## src/rtl/calc_pkg.sv

```systemverilog
// calc_pkg: shared types for the accumulator calculator.
// Opcodes, FSM states and the flag-source selector per opcode.
package calc_pkg;

  typedef enum logic [2:0] {
    OP_ADD  = 3'b000,
    OP_SUB  = 3'b001,
    OP_OR   = 3'b010,
    OP_EQ   = 3'b011,
    OP_AND  = 3'b100,
    OP_XOR  = 3'b101,
    OP_MUL  = 3'b110,
    OP_LOAD = 3'b111
  } calc_op_t;

  typedef enum logic [1:0] {
    IDLE = 2'd0,
    MULT = 2'd1,
    WAIT = 2'd2
  } calc_state_t;

  typedef enum logic [2:0] {
    FLG_ZERO   = 3'd0,
    FLG_CARRY  = 3'd1,
    FLG_BORROW = 3'd2,
    FLG_EQUAL  = 3'd3,
    FLG_HIGH   = 3'd4
  } calc_flag_t;

  function automatic calc_flag_t flag_src(
    input calc_op_t op
  );
    calc_flag_t f;
    f = FLG_ZERO;
    case (op)
      OP_ADD:  f = FLG_CARRY;
      OP_SUB:  f = FLG_BORROW;
      OP_EQ:   f = FLG_EQUAL;
      OP_MUL:  f = FLG_HIGH;
      default: f = FLG_ZERO;
    endcase
    return f;
  endfunction

endpackage

```

## src/rtl/calc_mul_seq.sv

```systemverilog
// calc_mul_seq: WIDTH-step shift-add multiplier.
// Ports: clk, rst, ena, start, a, b -> product (2*WIDTH), done.
module calc_mul_seq #(
  parameter int WIDTH = 8
) (
  input  logic               clk,
  input  logic               rst,
  input  logic               ena,
  input  logic               start,
  input  logic [WIDTH-1:0]   a,
  input  logic [WIDTH-1:0]   b,
  output logic [2*WIDTH-1:0] product,
  output logic               done
);

  localparam int CW = $clog2(WIDTH + 1);

  logic [2*WIDTH-1:0] acc_q;
  logic [2*WIDTH-1:0] mcand_q;
  logic [WIDTH-1:0]   mplier_q;
  logic [CW-1:0]      cnt_q;
  logic               run_q;

  // The start edge already performs step one, so after
  // WIDTH-1 further steps the product is complete and done
  // is held until the consumer takes it on an enabled edge.
  assign done    = run_q && (cnt_q == CW'(WIDTH));
  assign product = acc_q;

  always_ff @(posedge clk) begin
    if (rst) begin
      acc_q    <= '0;
      mcand_q  <= '0;
      mplier_q <= '0;
      cnt_q    <= '0;
      run_q    <= 1'b0;
    end else if (ena) begin
      if (start) begin
        mcand_q  <= {{WIDTH{1'b0}}, a} << 1;
        mplier_q <= b >> 1;
        acc_q    <= b[0] ? {{WIDTH{1'b0}}, a} : '0;
        cnt_q    <= CW'(1);
        run_q    <= 1'b1;
      end else if (run_q) begin
        if (done) begin
          run_q <= 1'b0;
        end else begin
          if (mplier_q[0]) begin
            acc_q <= acc_q + mcand_q;
          end
          mcand_q  <= mcand_q << 1;
          mplier_q <= mplier_q >> 1;
          cnt_q    <= cnt_q + CW'(1);
        end
      end
    end
  end

endmodule

```

## src/rtl/calc_core.sv

```systemverilog
// calc_core: DEPTH x WIDTH accumulator file with an 8-op ALU.
// Ports: clk, rst, ena, NumIn, OpIn, RegSel, Enter -> NumOut, Flag, Busy, Done.
module calc_core
  import calc_pkg::*;
#(
  parameter int WIDTH = 8,
  parameter int DEPTH = 4
) (
  input  logic                     clk,
  input  logic                     rst,
  input  logic                     ena,
  input  logic [WIDTH-1:0]         NumIn,
  input  logic [2:0]               OpIn,
  input  logic [$clog2(DEPTH)-1:0] RegSel,
  input  logic                     Enter,
  output logic [WIDTH-1:0]         NumOut,
  output logic                     Flag,
  output logic                     Busy,
  output logic                     Done
);

  localparam int SW = $clog2(DEPTH);

  calc_state_t      state_q;
  calc_state_t      state_d;
  logic [WIDTH-1:0] regs [DEPTH];
  logic [SW-1:0]    sel_q;

  calc_op_t         op;
  logic [WIDTH-1:0] a;
  logic [WIDTH-1:0] r;
  logic [WIDTH:0]   sum;
  logic             eq;
  logic [WIDTH-1:0] alu_res;
  logic             alu_flag;

  logic               mul_start;
  logic               mul_done;
  logic [2*WIDTH-1:0] mul_prod;

  logic             wr_en;
  logic [SW-1:0]    wr_sel;
  logic [WIDTH-1:0] wr_data;
  logic             wr_flag;

  assign op     = calc_op_t'(OpIn);
  assign a      = NumIn;
  assign r      = regs[RegSel];
  assign eq     = (a == r);
  assign NumOut = regs[sel_q];
  assign Busy   = (state_q == MULT);

  always_comb begin
    sum     = {1'b0, a} + {1'b0, r};
    alu_res = a;
    unique case (op)
      OP_ADD:  alu_res = sum[WIDTH-1:0];
      OP_SUB:  alu_res = a - r;
      OP_OR:   alu_res = a | r;
      OP_EQ:   alu_res = {{(WIDTH-1){1'b0}}, eq};
      OP_AND:  alu_res = a & r;
      OP_XOR:  alu_res = a ^ r;
      default: alu_res = a;
    endcase
    unique case (flag_src(op))
      FLG_CARRY:  alu_flag = sum[WIDTH];
      FLG_BORROW: alu_flag = (a < r);
      FLG_EQUAL:  alu_flag = eq;
      default:    alu_flag = 1'b0;
    endcase
  end

  calc_mul_seq #(
    .WIDTH(WIDTH)
  ) u_mul (
    .clk    (clk),
    .rst    (rst),
    .ena    (ena),
    .start  (mul_start),
    .a      (a),
    .b      (r),
    .product(mul_prod),
    .done   (mul_done)
  );

  always_comb begin
    state_d   = state_q;
    mul_start = 1'b0;
    wr_en     = 1'b0;
    wr_sel    = RegSel;
    wr_data   = alu_res;
    wr_flag   = alu_flag;
    unique case (state_q)
      IDLE: begin
        if (Enter) begin
          if (op == OP_MUL) begin
            mul_start = 1'b1;
            state_d   = MULT;
          end else begin
            wr_en   = 1'b1;
            state_d = WAIT;
          end
        end
      end
      MULT: begin
        if (mul_done) begin
          wr_en   = 1'b1;
          wr_sel  = sel_q;
          wr_data = mul_prod[WIDTH-1:0];
          wr_flag = |mul_prod[2*WIDTH-1:WIDTH];
          state_d = WAIT;
        end
      end
      WAIT: begin
        if (!Enter) begin
          state_d = IDLE;
        end
      end
      default: state_d = IDLE;
    endcase
  end

  always_ff @(posedge clk) begin
    if (rst) begin
      state_q <= IDLE;
      sel_q   <= '0;
      Flag    <= 1'b0;
      Done    <= 1'b0;
      for (int i = 0; i < DEPTH; i++) begin
        regs[i] <= '0;
      end
    end else if (ena) begin
      state_q <= state_d;
      Done    <= wr_en;
      if (state_q == IDLE && Enter) begin
        sel_q <= RegSel;
      end
      if (wr_en) begin
        regs[wr_sel] <= wr_data;
        Flag         <= wr_flag;
      end
    end
  end

endmodule

```

## config.mk

```make
export PLATFORM = sky130hd
export DESIGN_NAME = calc_core
export DESIGN_NICKNAME = d
export VERILOG_FILES = /design/src/rtl/calc_pkg.sv /design/src/rtl/calc_mul_seq.sv /design/src/rtl/calc_core.sv
export SDC_FILE = /design/constraint.sdc
export NUM_CORES = 1
export LEC_CHECK = 0
export CORE_MARGIN = 1
export CORE_UTILIZATION = 55
export CTS_CLUSTER_DIAMETER = 80
export DETAILED_ROUTE_END_ITERATION = 8
export HOLD_SLACK_MARGIN = 0.08
export PLACE_DENSITY = 0.79
export SYNTH_ARGS = -nofsm -noshare
export SYNTH_HDL_FRONTEND = slang
export SYNTH_SLANG_ARGS = --single-unit
```

## constraint.sdc

```tcl
create_clock -name clk -period 8.2 [get_ports clk]
set_input_delay 0.82 -clock clk [delete_from_list [all_inputs] [get_ports clk]]
set_output_delay 0.82 -clock clk [all_outputs]
set_load 0.05 [all_outputs]
```

==> impl_metrics.toml <==
[place]
port_buffers = 27
dpl_cell_area_um2 = 6200
dpl.hpwl_mm = 11.20
gp_congestion = 0.9677

[worst_setup_path]
cp.arrival_ns = 4.48
cpMaxStageDelayCell = "clkdlybuf4s50_1"
reg2reg_depth = 9
crit_fanout = 13
endpoint_kind = "register"
criticalPathCategory = "input pin to register"
r2r_start = "regs[2][0]$_SDFFCE_PN0P_"
required_ns = 8.32
max_stage_delay_ns = 0.94
crit_start = "RegSel[0]"
worst_setup_path_start_kind = "input pin"
crit_chain = "clkdlybuf4s50_1 -> mux4_2 -> ha_1 -> fa_1 -> a211oi_1 -> o21bai_1 -> mux2i_1 -> a311o_2 -> o21ai_2 -> a21oi_1"

[synthesis]
yosys-top-cells-area = "dfxtp_1, edfxtp_1, ha_1"
synth_seq_cells = 83
ys.warnings.count = 0
synth_ff_type = "dfxtp_1"
netlist_area_um2 = 5933
ys_types = 75
ys_async_sr_fraction = 0
avgSynthCellArea_um2 = 9.114
synth_top_area_share = 0.1721
synth_seq_area_share = 0.3340
synth-edff-count = 32
synth_top_area_cell = "dfxtp_1"
synth_fp_nets = 714
synthesis.instances = 651

[route]
drtIter0Drc = 445
wl_per_cell_um = 19.29
num_vias = 5209
postRouteAntennaNets = 0
firstDrtPassIters = 5
drc = 0
viasPerCell = 6.487
routed_wl_mm = 15.49

[floorplan]
rows = 37
start_util = 0.5722
dieWidth_um = 105.9
die_area_um2 = 11210
core_um2 = 10370
io_pins = 28
die_h_um = 105.9

[clocking]
cts_htree_levels = 3
clock_sinks = 83
postCtsHoldBufs = 0
ctsResizeCount = 0
clk_path_buf_depth = 2
cts_buffers = 9
clk_latency_ns = 0.38
cts_tree = "built"
path_clk_slew_ns = 0.09
cts_root_buf = "clkbuf_8"
post-cts-setup-buffer-count = 0

[timing]
fmaxAchievable_mhz = 229.3
fin_setup_tns_ns = 0
skew_ns = 0.01158
maxSlewHeadroom = 0.4499
worst_pin_slew_ns = 0.8247
rsz0062_at_grt = "false"
setup_viol = 0
slew_viol_final = 0
hold_viol_final = 0
fin_crit_sh = 0.5319
fin_crit_ns = 4.361

[final_layout]
antenna-diode-count = 0
drive_gt1_frac = 0.09295
area_growth_pct = 7.971
final_nets = 725
design_area_um2 = 6406
postLayoutCoreUtil = 0.6178

[global_routing]
grt_remaining_overflow = 0
antenna_found_initial = 0
grt_use_total = 0.2874
grt_pass1_vias = 4896
grt_pass1_wl_mm = 24.93
grt_max_degree = 56

[hold_path]
min_path_type = "register to register"
holdPathStages = 2
min-delay-start = "Done$_SDFFE_PP0P_"

[job]
maxCapViolations = 0

[power]
peakVddDrop_mv = 0.1400
p_leak_uw = 0.002445
p_per_area_nw_per_um2 = 148.8

[status]
status = "completed"
==> sequential cells by signal, indices dropped and copies added, names as in the netlist, named ones only <==
register        cells
Done                1
u_mul.mcand_q      15
u_mul.mplier_q      7
u_mul.cnt_q         4
sel_q               2
u_mul.run_q         1
Flag                1
state_q             2
u_mul.product      16
regs               32
==> path summary, 6_finish.rpt <==
| kind | endpoint | slack [ns] |
|---|---|---|
| worst max-delay path | regs[3][6]$_DFFE_PP_ | 3.84 |
| worst min-delay path | Done$_SDFFE_PP0P_ | 0.45 |
| worst max register to register | regs[3][6]$_DFFE_PP_ | 4.92 |
| worst min register to register | Done$_SDFFE_PP0P_ | 0.45 |
==> kinds of logic (layout without fill, tap and decap cells) <==
family,count (synthesis),count (layout),share of synthesized area
AO/OA/AOI/OAI,170,170,0.2029
adder cells (fa/ha/maj),46,46,0.1008
buffers and inverters,67,83,0.05694
multiplexers,24,24,0.07486
AND/OR/NAND/NOR,245,245,0.2069
XOR/XNOR,16,16,0.02362
flip-flops,83,83,0.3340
==> power by group <==
group	internal [uW]	switching [uW]
clock network	145	163
logic	74.4	122
registers	439	9.55
==> per-stage QoR <==
stage	hold slack, ns	total power [uW]	cells	worst slack, ns
after floorplan	0.4319	596.7	651	4.806
after global placement	0.4341	645.1	787	3.549
after detailed placement	0.4376	649.1	787	3.485
after CTS	0.4540	950.8	803	3.856
after global routing	0.4907	988.8	803	3.630
final	0.4530	953.5	803	3.839
==> cell usage after synthesis, types with 10 or more instances <==
master    count
nor3_1       16
ha_1         43
a311oi_1     14
o21ai_0      13
a21oi_1      44
clkbuf_1     10
a211oi_1     14
dfxtp_1      51
nand3_1      17
nand2_1      63
edfxtp_1     32
a22oi_1      13
inv_1        35
nor2_1       82
mux4_2       16
==> per-layer routing <==
layer,part of all wire,up-vias,global-route usage
met2,0.47,272,0.4636
met4,0.028,0,0.1210
met1,0.41,2477,0.3843
li1,-,2422,-
met5,0,-,0
met3,0.091,38,0.04391
==> placed cells by master, fill, tap and decap left out, types with 8 or more instances in the layout <==
cell type	n
nand3_1	17
ha_1	43
clkbuf_8	9
clkdlybuf4s50_1	26
a211oi_1	14
xor2_1	9
mux4_2	16
a22oi_1	13
o21ai_0	13
dfxtp_1	51
a21oi_1	44
nor3_1	16
edfxtp_1	32
nand2b_1	8
a311oi_1	14
nor3b_1	8
inv_1	35
nand2_1	63
o21bai_1	9
nor2_1	82
==> final cells by class <==
cell class / count / area [um^2]
Fill cell: 888 / 3964
Multi-Input combinational cell: 501 / 3613
Sequential cell: 83 / 1982
Timing Repair Buffer: 32 / 302.8
Tap cell: 136 / 170.2
Inverter: 35 / 131.4
Clock buffer: 9 / 123.9
Clock inverter: 7 / 82.58
==> worst max-delay path, delay by kind of cell <==
| family | cells | cell delay (ns) |
|---|---|---|
| multiplexers | 2 | 0.77 |
| adder cells (fa/ha/maj) | 2 | 0.73 |
| buffers and inverters | 1 | 0.94 |
| AO/OA/AOI/OAI | 5 | 1.22 |
Note: power is estimated with default switching activity, not from simulation.
==> RTL change 1 (same settings) <==
Register the outputs `NumOut` and `Busy`, without a reset; this adds one clock of latency there. The other outputs are not delayed to match.
--- a/src/rtl/calc_core.sv
+++ b/src/rtl/calc_core.sv
@@ -49,4 +49,6 @@
   assign eq     = (a == r);
-  assign NumOut = regs[sel_q];
-  assign Busy   = (state_q == MULT);
+  always_ff @(posedge clk) begin
+    NumOut <= regs[sel_q];
+    Busy   <= (state_q == MULT);
+  end
 
Function: changed (a bounded check fails within 4 cycles, from zero or initial values and one cycle with rst high).
==> RTL change 1 against the unedited design <==
  * Setup slack got worse by 0.36 ns
  * Utilization rose by 0.66 points
  * Power rose by 6.3%
  * Cell count rose by 0.12%
  * Sequential share of layout area rose by 1.8 points
  * Area after synthesis fell by 0.32%
  * Non-clock buffer count rose by 2
  * Cell area rose by 1.1%
  * Register-to-register slack got worse by 0.27 ns
  * Count of clock-buffer cells in the layout did not move
  * Sequential cell count rose by 7
  * Routed wire length rose by 3.7%
  * Die area fell by 0.31%
==> RTL change 1: results (changes against the unedited design) <==
Post-synthesis net count = 718 (+0.56%)
Pleak = 2.562 nW (+4.8%)
Final GP Congestion = 0.9036 (-6.6%)
Synth Area in XOR/XNOR = 1.777% (-0.58 points)
DR iter-0 viols = 423 (-4.9%)
Final Non-Filler Cells = 804 (+0.12%)
Crit Path Max Fanout = 14 (+1)
DRT Wirelength = 16,060 um (+3.7%)
Worst r2r src = regs[1][0]
FF-to-FF path depth = 11 (+2)
Proportion of layout cells with a drive suffix above 1 = 7.635% (-1.7 points)
Placed cells = 788 (+0.13%)
Largest net degree at the start of global routing = 41 (-27%)
Instance count of the mapped netlist = 655 (+0.61%)
Post-DP HPWL = 11,600 um (+3.6%)
Netlist cell types = 67 (-11%)
Crit path DAT = 4.80 ns (+0.32 ns)
Worst slack, placed = 3.177 ns (-0.3083 ns)
Run status = finished clean
Kind of cell adding the most delay to the critical path = compound AO/OA/AOI/OAI gates
Register area share after synthesis = 35.88% (+2.5 points)
Initial antenna violation count = 0 (unchanged)
Max VDD drop = 0.1141 mV (-19%)
CP peak stage delay = 0.99 ns (+0.05 ns)
Clock Skews = 0.01819 ns (+0.006608 ns)
Vias in the first global route = 5,069 (+3.5%)
Multiplexer area fraction after synthesis = 7.891% (+0.40 points)
Most frequent cells after synthesis = nor2_1 (67), nand2_1 (64), dfxtp_1 (58), ha_1 (43), a21oi_1 (38)
Worst hold slack = 0.4849 ns (+0.03191 ns)
Via density = 6.491 (about the same)
Reg-to-reg endpoint = regs[0][6]
Flop-to-flop setup slack = 4.65 ns (-0.27 ns)
Number of flops mapped to enable cells by yosys = 32 (unchanged)
Nets = 726 (+0.14%)
Critical path's slowest cell = clkdlybuf4s50_1
Gr usage total = 30.14% (+1.4 points)
Adder-Cell Fraction of Synth Area = 10.11% (+0.032 points)
Placed cell areas = 6260 um^2 (+0.97%)
First-pass GRT wire length = 26,140 um (+4.9%)
Synth area leaders = dfxtp_1 (20%), edfxtp_1 (16%), ha_1 (9.1%)
==> RTL change 1: changes by cell type in the layout (fill, tap and decap cells not counted), sizes merged, moves of 3 or more <==
cell,unedited run,this run
a211oi,15,8
a21o,7,13
a21oi,44,38
a22oi,13,10
a31oi,2,8
a32oi,0,3
and3,8,5
dfxtp,51,58
inv,38,35
nor2,85,67
o21ai,20,34
o21ba,0,3
xor2,9,4
==> RTL change 1: area by class of cell <==
cell class / count / area [um^2]
fillers: 927 / 3895
multi-input cells: 494 / 3517
flip-flops and latches: 90 / 2122
repair buffers: 34 / 322.8
well taps: 136 / 170.2
inverters: 34 / 127.6
clock buffers: 9 / 123.9
clock inverters: 7 / 91.34
==> RTL change 1: worst max path at each step <==
stage / start / to / slack [ns] / depth (start not counted)
global placement: RegSel[0] / regs[0][6] / 3.30 / 12
CTS: RegSel[0] / regs[0][6] / 3.51 / 12
finish: RegSel[0] / regs[0][6] / 3.48 / 12
floorplan: RegSel[0] / regs[0][7] / 4.22 / 11
global route: RegSel[0] / regs[2][6] / 3.14 / 12
detailed placement: RegSel[0] / regs[0][6] / 3.18 / 12
==> RTL change 1: layer usage <==
layer	GRT usage (%)	wire, um	vias up
met2	47.11	7310	224
met1	42.10	7189	2524
met3	4.453	1148	28
met5	0	0	-
li1	-	-	2443
met4	11.61	413	0
==> RTL change 1: kinds of logic (layout without fill, tap and decap cells) <==
kind of cell | count (synthesis) | in the layout
compound gates | 183 | 183
xor+xnor | 12 | 12
fa+ha+maj | 46 | 46
buf+inv | 71 | 84
flops | 90 | 90
mux | 26 | 26
simple gates | 227 | 227
==> RTL change 1: report_power, final <==
part	internal (mW)	switching (mW)
Clock	0.171	0.163
Combinational	0.0751	0.118
Sequential	0.476	0.0105
==> RTL change 1: worst min-delay path: cells and delay by family, from the launching register on <==
kind	cells	cell delay [ns]
compound gates	1	0.06
flops	1	0.32
simple gates	1	0.06
==> RTL change 2 (config.mk and constraints unchanged) <==
Without the edit above. The parameter `DEPTH` goes from 4 to 2.
--- a/src/rtl/calc_core.sv
+++ b/src/rtl/calc_core.sv
@@ -6,3 +6,3 @@
   parameter int WIDTH = 8,
-  parameter int DEPTH = 4
+  parameter int DEPTH = 2
 ) (
Interface: changed (resized RegSel); port bits go from 28 to 27. No check against the original RTL was run, so the function may have changed too.
==> RTL change 2 against the unedited design <==
  * Cell area is 17% lower
  * Sequential cell count is 18 lower
  * Power is 19% lower
  * Combinational power is 15% lower
  * Largest cell class unchanged
  * Synthesized cell count is 11% lower
  * Setup slack better by 0.28 ns
  * Largest power group unchanged
  * Area after synthesis is 19% lower
  * Routed wire length is 19% lower
  * Register-to-register slack better by 0.20 ns
  * Global-route usage is 0.43 points higher
==> RTL change 2: results (changes against the unedited design) <==
Run status = finished clean
Diode count = 0 (unchanged)
First-pass GRT wire length = 20,180 um (-19%)
1st-pass router iterations = 5 (unchanged)
Proportion of layout cells with a drive suffix above 1 = 7.047% (-2.2 points)
Critical path's slowest cell = clkdlybuf4s50_1
Hold Crit Depth = 2 (unchanged)
DR iter-0 viols = 257 (-42%)
Post-CTS Setup Bufs = 0 (unchanged)
Ys Warns = 0 (unchanged)
FF-to-FF path depth = 11 (+2)
Fill cells = 731 (-18%)
Pleak = 2.155 nW (-12%)
Register area share after synthesis = 30.34% (-3.1 points)
H-tree depth = 3 (unchanged)
Max VDD drop = 0.09782 mV (-30%)
Net Switching = 241.9 uW (-18%)
CP peak stage delay = 0.82 ns (-0.12 ns)
Synth area leaders = dfxtp_1 (20%), ha_1 (12%), edfxtp_1 (10%)
Worst slew pin tran = 1.025 ns (+0.2002 ns)
Top FF cell, synth = dfxtp_1
Crit Path Max Fanout = 10 (-3)
Vias in the first global route = 4,098 (-16%)
Later-pin clock latency in the skew report = 0.35 ns (-0.03 ns)
Clk buf depth = 2 (unchanged)
Final GP Congestion = 0.9336 (-3.5%)
Initial antenna violation count = 0 (unchanged)
DRT Wirelength = 12,610 um (-19%)
Kind of cell adding the most delay to the critical path = buffers and inverters
Post-DP HPWL = 9198 um (-18%)
Post-synthesis net count = 643 (-9.9%)
Clock buffer count from CTS = 9 (unchanged)
DR vias = 4,400 (-16%)
Nets = 656 (-9.5%)
Gr usage total = 29.17% (+0.43 points)
Number of flops mapped to enable cells by yosys = 16 (-50%)
Clk slew on worst S/H paths = 0.07 ns (-0.02 ns)
Most frequent cells after synthesis = nor2_1 (75), dfxtp_1 (49), ha_1 (46), a21oi_1 (44), nand2_1 (38)
Root buffer cell = clkbuf_8
Netlist cell types = 61 (-19%)
Post-cts resize count = 0 (unchanged)
Type of the worst min-delay path = reg2reg
Crit path DAT = 4.16 ns (-0.32 ns)
Clock Skews = 0.007814 ns (-0.003769 ns)
Largest net degree at the start of global routing = 49 (-13%)
Share of flip-flops with an asynchronous set or reset = 0% (unchanged)
# port buffers = 26 (-3.7%)
RTL change 2: layout make-up:
type | count | area share, %
multi-input cells | 450 | 58.31
flip-flops and latches | 65 | 27.43
repair buffers | 32 | 5.730
clock buffers | 11 | 3.053
well taps | 105 | 2.466
inverters | 33 | 2.325
clock inverters | 5 | 0.6811
RTL change 2: power groups by stage:
stage / clock, mW / combinational (mW) / sequential, mW
after floorplan: 0 / 0.116 / 0.348
after global placement: 0 / 0.161 / 0.349
final: 0.267 / 0.167 / 0.342
after detailed placement: 0 / 0.164 / 0.349
after CTS: 0.268 / 0.165 / 0.342
after global routing: 0.284 / 0.182 / 0.343
RTL change 2: path summary, 6_finish.rpt:
kind,startpoint,to,slack [ns]
setup reg to reg,regs[1][0],regs[0][4],5.12
setup / recovery,RegSel,regs[0][4],4.12
hold reg to reg,u_mul.product[0],u_mul.product[0],0.47
hold / removal,u_mul.product[0],u_mul.product[0],0.47
RTL change 2: logic make-up after synthesis:
group	count (synthesis)	share of synthesized area [%]
xor gates and xnor gates	18	3.273
muxes	31	6.649
adders and majority gates	49	13.19
buffers and inverters	63	5.351
DFF	65	30.34
AOI/OAI and AO/OA	165	22.91
and+or+nand+nor	187	18.29
RTL change 2: routing by layer:
layer,global-route usage [%],part of all wire [%]
met4,11.32,2.6
met1,36.89,43
met2,48.45,48
met3,6.220,6.6
met5,0,0
RTL change 2: through the flow:
stage / total power, mW / cell area [um^2] / setup WS [ns] / cells
floorplan: 0.4639 / 4817 / 4.959 / 578
global placement: 0.5094 / 5129 / 3.905 / 685
detailed placement: 0.5126 / 5129 / 3.813 / 685
CTS: 0.7753 / 5328 / 4.168 / 701
global route: 0.8090 / 5328 / 3.945 / 701
finish: 0.7765 / 5328 / 4.122 / 701
RTL change 2: tightest hold or removal path, stage by stage (launching register included):
cell     delay (ns)
dfxtp_1        0.31
nand2_1        0.05
a21oi_1        0.06
